$ cat src/rtl/ras_shadow_stack_ctrl.sv
// Commit-side return-address shadow stack controller: pushes return addresses on calls, checks pops on returns.
// Optional build macro SS_CTRL_STATS_EN adds accepted call/return statistics counters.
module ras_shadow_stack_ctrl #(
    parameter int XLEN    = 64,
    parameter int SPILL_W = 8,
    parameter int CNT_W   = 32
) (
    input  logic               clk,
    input  logic               rstn,
    input  logic               i_enable,
    input  logic               i_clear,
    input  logic               i_valid,
    output logic               o_ready,
    input  logic               i_is_call,
    input  logic               i_is_ret,
    input  logic [XLEN-1:0]    i_pc,
    input  logic               i_compressed,
    input  logic [XLEN-1:0]    i_target,
    output logic               o_ss_push,
    output logic [XLEN-1:0]    o_ss_data,
    output logic               o_ss_pop,
    input  logic [XLEN-1:0]    i_ss_top,
    input  logic               i_ss_full,
    input  logic               i_ss_empty,
    output logic               o_violation,
    output logic               o_fault,
    output logic [XLEN-1:0]    o_fault_pc,
    output logic [SPILL_W-1:0] o_spill_cnt,
    output logic [CNT_W-1:0]   o_calls,
    output logic [CNT_W-1:0]   o_rets
);

    typedef enum logic [1:0] {DISABLED, RUN, PUSH_PEND, FAULT} state_t;

    state_t             state;
    logic [SPILL_W-1:0] spill_q;
    logic [XLEN-1:0]    pend_ra_p1;
    logic [XLEN-1:0]    pend_pc_p1;

    function automatic logic [XLEN-1:0] ret_addr(input logic [XLEN-1:0] pc, input logic comp);
        return pc + (comp ? XLEN'(2) : XLEN'(4));
    endfunction

    logic            run_ev, ret_go, coro, pend_go, do_call;
    logic            spill_max, spill_nz, spill_inc, spill_dec;
    logic            call_viol, ret_viol, viol;
    logic [XLEN-1:0] call_ra, viol_pc;

    // Event decode: disabling takes priority over any event or pending push.
    assign run_ev    = (state == RUN) && i_enable && i_valid && o_ready;
    assign ret_go    = run_ev && i_is_ret;
    assign coro      = run_ev && i_is_call && i_is_ret;
    assign pend_go   = (state == PUSH_PEND) && i_enable;
    assign do_call   = (run_ev && i_is_call && !i_is_ret) || pend_go;
    assign call_ra   = pend_go ? pend_ra_p1 : ret_addr(i_pc, i_compressed);

    assign spill_max = &spill_q;
    assign spill_nz  = |spill_q;
    assign spill_inc = do_call && i_ss_full && !spill_max;
    assign spill_dec = ret_go && spill_nz;
    assign call_viol = do_call && i_ss_full && spill_max;
    assign ret_viol  = ret_go && !spill_nz && (i_ss_empty || (i_target != i_ss_top));
    assign viol      = call_viol || ret_viol;
    assign viol_pc   = pend_go ? pend_pc_p1 : i_pc;

    assign o_ss_push   = do_call && !i_ss_full;
    assign o_ss_pop    = ret_go && !spill_nz && !i_ss_empty;
    assign o_ss_data   = o_ss_push ? call_ra : '0;
    assign o_spill_cnt = spill_q;

    always_ff @(posedge clk or negedge rstn) begin
        if (!rstn) begin
            state       <= DISABLED;
            o_ready     <= 1'b1;
            o_fault     <= 1'b0;
            o_violation <= 1'b0;
            o_fault_pc  <= '0;
            spill_q     <= '0;
        end else begin
            o_violation <= viol;
            if (viol) o_fault_pc <= viol_pc;
            if (spill_inc)      spill_q <= spill_q + SPILL_W'(1);
            else if (spill_dec) spill_q <= spill_q - SPILL_W'(1);
            case (state)
                DISABLED: begin
                    if (i_enable) state <= RUN;
                end
                RUN, PUSH_PEND: begin
                    // A violating return wins over a coroutine's deferred push.
                    if (!i_enable) begin
                        state   <= DISABLED;
                        o_ready <= 1'b1;
                    end else if (viol) begin
                        state   <= FAULT;
                        o_ready <= 1'b1;
                        o_fault <= 1'b1;
                    end else if (coro) begin
                        state   <= PUSH_PEND;
                        o_ready <= 1'b0;
                    end else begin
                        state   <= RUN;
                        o_ready <= 1'b1;
                    end
                end
                FAULT: begin
                    if (i_clear) begin
                        state   <= RUN;
                        o_fault <= 1'b0;
                    end
                end
                default: begin
                    state   <= DISABLED;
                    o_ready <= 1'b1;
                end
            endcase
        end
    end

    // Deferred call half of a coroutine swap.
    always_ff @(posedge clk) begin
        if (coro) begin
            pend_ra_p1 <= ret_addr(i_pc, i_compressed);
            pend_pc_p1 <= i_pc;
        end
    end

`ifdef SS_CTRL_STATS_EN
    logic [CNT_W-1:0] calls_q, rets_q;

    always_ff @(posedge clk or negedge rstn) begin
        if (!rstn) begin
            calls_q <= '0;
            rets_q  <= '0;
        end else begin
            calls_q <= calls_q + CNT_W'(run_ev && i_is_call);
            rets_q  <= rets_q + CNT_W'(run_ev && i_is_ret);
        end
    end

    assign o_calls = calls_q;
    assign o_rets  = rets_q;
`else
    assign o_calls = '0;
    assign o_rets  = '0;
`endif

endmodule

$ cat config.mk
export PLATFORM = sky130hd
export DESIGN_NAME = ras_shadow_stack_ctrl
export DESIGN_NICKNAME = d
export VERILOG_FILES = /design/src/rtl/ras_shadow_stack_ctrl.sv
export SDC_FILE = /design/constraint.sdc
export NUM_CORES = 1
export LEC_CHECK = 0
export ABC_CLOCK_PERIOD_IN_PS = 8550
export CAP_MARGIN = 20
export CORE_ASPECT_RATIO = 0.5
export CORE_MARGIN = 3
export CORE_UTILIZATION = 50
export CTS_BUF_LIST = sky130_fd_sc_hd__clkbuf_2 sky130_fd_sc_hd__clkbuf_4 sky130_fd_sc_hd__clkbuf_8
export DETAILED_ROUTE_END_ITERATION = 8
export PLACE_DENSITY_LB_ADDON = 0.2
export RECOVER_POWER = 50
export SYNTH_ARGS = -nofsm -noshare
export SYNTH_HDL_FRONTEND = slang
export SYNTH_SLANG_ARGS = --single-unit
$ cat constraint.sdc
create_clock -name clk -period 8.55 [get_ports clk]
set_input_delay 1.2825 -clock clk [delete_from_list [all_inputs] [get_ports clk]]
set_output_delay 1.2825 -clock clk [all_outputs]
set_load 0.02 [all_outputs]
==> flow_metrics.tcl <==
set metrics [dict create \
    status "finished, violations left" \
    violations "max-capacitance violations, max-slew violations" \
    synth-async-reset-ratio 0.377 \
    multi_input_area_sq_um 4740 \
    synth_edf_count 127 \
    die_w_microns 216 \
    dieArea_sq_um 24000 \
    port-buffer-count 342 \
    worstPathArrival_ps 5820 \
    viasPerCell 5.37 \
    p_total_mw 3.30 \
    slew_violations 154 \
    crit_buf_inv 3 \
    synth_top_flop_cell "edfxtp_1" \
    finalWorstSetupSlack_ps 1450 \
    finalSetupTns_ps 0 \
    antenna_found_initial 8 \
    initial_core_util 0.523 \
    drv_cap 3 \
    cts_buffers 31 \
    drc 0 \
    fin_nets 1677 \
    clk_latency_ps 560 \
    clockBufferDepth 3 \
    hold_buffers 0 \
    min_period_ps 7100 \
    grt_overflow 0 \
    cts_sinks 204 \
    endpoint_kind "primary output" \
    drt_iter0_drc 694 \
    tightest_slew_ps 3430 \
    synth_seq_area_share 0.520 \
    h-tree-depth 1 \
    ios 407 \
    dp_slack_ps 1900 \
    power.density_nw_per_um2 219 \
    fillers 1609 \
    ys_seq_elements 204 \
    yosysWarningCount 0 \
    grt_pass1_vias 9665 \
    cts_resized 0 \
    setup_viol 0 \
    crit_path_start_kind "input pin" \
    drive_above_1_share 0.0552 \
    timing.rr.start "state[1]" \
    fin_cells 1785 \
    synthCells 1131 \
    synthToLayoutAreaGrowth_pct 36.6 \
    routedWlPerCell_microns 19.9 \
    placed_cells 1718 \
    synth_cell_types 60 \
    wirelength_mm 35.5 \
    holdCritStartpoint "o_ready" \
    worstSetupPathType "input pin to primary output" \
    ant_nets 0 \
    worstPathCellList "dlygate4sd3_1 > nand4_1 > nor4_1 > clkbuf_1 > nand3_1 > nor3_2 > nand3_1 > xnor2_1 > o211a_1 > clkdlybuf4s50_1" \
    gp_congestion 0.926 \
    max_freq_ghz 0.141 \
    drt_first_pass_iters 4 \
    grt_use_total 0.285 \
    crit_family "simple AND/OR/NAND/NOR gates" \
    vias 9593 \
    clk_pin_slew_ps 70 \
    p_leak_nw 5.95 \
    worstPathMaxFanout 12 \
    vdd_ir_drop_max_mv 0.140 \
    cpPeakStageDelay_ps 850 \
    dpl.hpwl_mm 25.4 \
    finClkSkew_ps 30.6 \
    grt_pass1_wl_mm 54.9 \
    grt_setup_unrepaired "no" \
    grt_max_degree 84 \
    fin_crit_sh 0.830 \
    critPathMostFrequentCell "nand3_1" \
    hold_path.class "register to register" \
    core_sq_um 21100 \
    crit_start "i_pc[3]" \
    hold_violations 0 \
    critPathRequiredTime_ps 7270 \
    synth_area_sq_um 11000 \
    post_cts_buffers 0 \
    crit_slowest_cell "nor3_2" \
    avgSynthCellArea_sq_um 9.77 \
    root_buffer "clkbuf_8" \
    maxSlewHeadroom -1.30 \
    die_y_microns 111 \
    seqCellArea_sq_um 5740 \
    rows 37 \
    cts_tree "done" \
]
## placed cells by master (no fill, tap or decap), types with 6 or more instances in the layout
master and instances:
clkinv_2 6, o21ai_0 30, o21a_1 12, and4_1 7, xor2_1 70, nor4_1 17, a31oi_1 63, dlygate4sd3_1 140
xnor2_1 47, nor2_1 164, clkbuf_8 36, edfxtp_1 127, nand4_1 23, nor3_1 13, ha_1 12, inv_1 26
conb_1 64, diode_2 7, a21oi_1 25, dfrtp_1 76, clkbuf_4 10, clkdlybuf4s50_1 201, nand3_1 26, and3_1 9
nand2b_1 6, nand2_1 194
## worst register-to-register path, delay by kind of cell, from the launching register on
kind          cells  cell delay [ps]
flops             1              410
buf+inv           3             4030
fa+ha+maj         1              180
simple gates      3              370
## area by class of cell
type,count,area share
well taps,292,0.0242
inverters,28,0.00705
clock buffers,46,0.0378
diodes,7,0.00116
clock inverters,12,0.00547
repair buffers,349,0.229
flip-flops and latches,204,0.381
multi-input cells,847,0.314
## worst paths after layout
check                                       to  slack (ps)  cells past startpoint
worst min register to register         o_ready         520                      2
worst max register to register  pend_pc_p1[62]        3160                      7
max in group asynchronous       o_fault_pc[62]        3790                      2
min in group asynchronous       o_fault_pc[32]        1120                      1
worst max-delay path             o_ss_data[52]        1450                     10
worst min-delay path                   o_ready         520                      2
## where the power goes
group / total [mW] / internal, mW / switching (mW)
clock: 0.850 / 0.458 / 0.391
combinational: 1.09 / 0.489 / 0.600
sequential: 1.37 / 1.24 / 0.125
## per-stage QoR
step                utilization  hold WS [ps]  cell area, sq um
CTS                       0.716           522             15100
detailed placement        0.685           511             14500
global route              0.715           545             15100
floorplan                     -           490             11300
finish                    0.715           522             15100
global placement          0.685           503             14500
## sequential cells by signal (all words and copies together), names as in the netlist
register	count
o_fault	1
o_fault_pc	64
o_ready	1
o_spill_cnt	8
o_violation	1
pend_pc_p1	63
pend_ra_p1	64
state	2
## logic make-up (layout without fill, tap and decap cells)
logic type / Yosys count / after routing / synth area share
other cells: 1 / 71 / 0.000340
simple gates: 488 / 488 / 0.201
buf+inv: 143 / 435 / 0.0711
flops: 204 / 204 / 0.520
fa+ha+maj: 14 / 14 / 0.0172
compound gates: 154 / 154 / 0.0867
xor+xnor: 121 / 121 / 0.0987
mux: 6 / 6 / 0.00555
## cells in the mapped netlist, drive strengths merged (9+ instances only)
| library cell | number | share of area |
|---|---|---|
| nand2 | 196 | 0.067 |
| nor2 | 165 | 0.056 |
| edfxtp | 127 | 0.35 |
| dfrtp | 76 | 0.17 |
| buf | 71 | 0.047 |
| xor2 | 70 | 0.056 |
| a31oi | 63 | 0.036 |
| xnor2 | 51 | 0.043 |
| clkbuf | 44 | 0.015 |
| o21ai | 30 | 0.014 |
| nand3 | 29 | 0.015 |
| inv | 27 | 0.0092 |
| a21oi | 25 | 0.011 |
| nand4 | 25 | 0.017 |
| nor4 | 19 | 0.014 |
| nor3 | 15 | 0.0077 |
| ha | 12 | 0.014 |
| o21a | 12 | 0.0082 |
| and3 | 9 | 0.0051 |
## routing by layer
metal | wire (microns) | share of wire | GRT usage | up-vias
met1 | 14000 | 0.39 | 0.355 | 4705
met5 | 13 | 0.00037 | 0 | -
met2 | 18100 | 0.51 | 0.503 | 359
met4 | 1310 | 0.037 | 0.111 | 2
met3 | 2060 | 0.058 | 0.0413 | 79
li1 | - | - | - | 4448
Power figures use the tool's default switching activity.
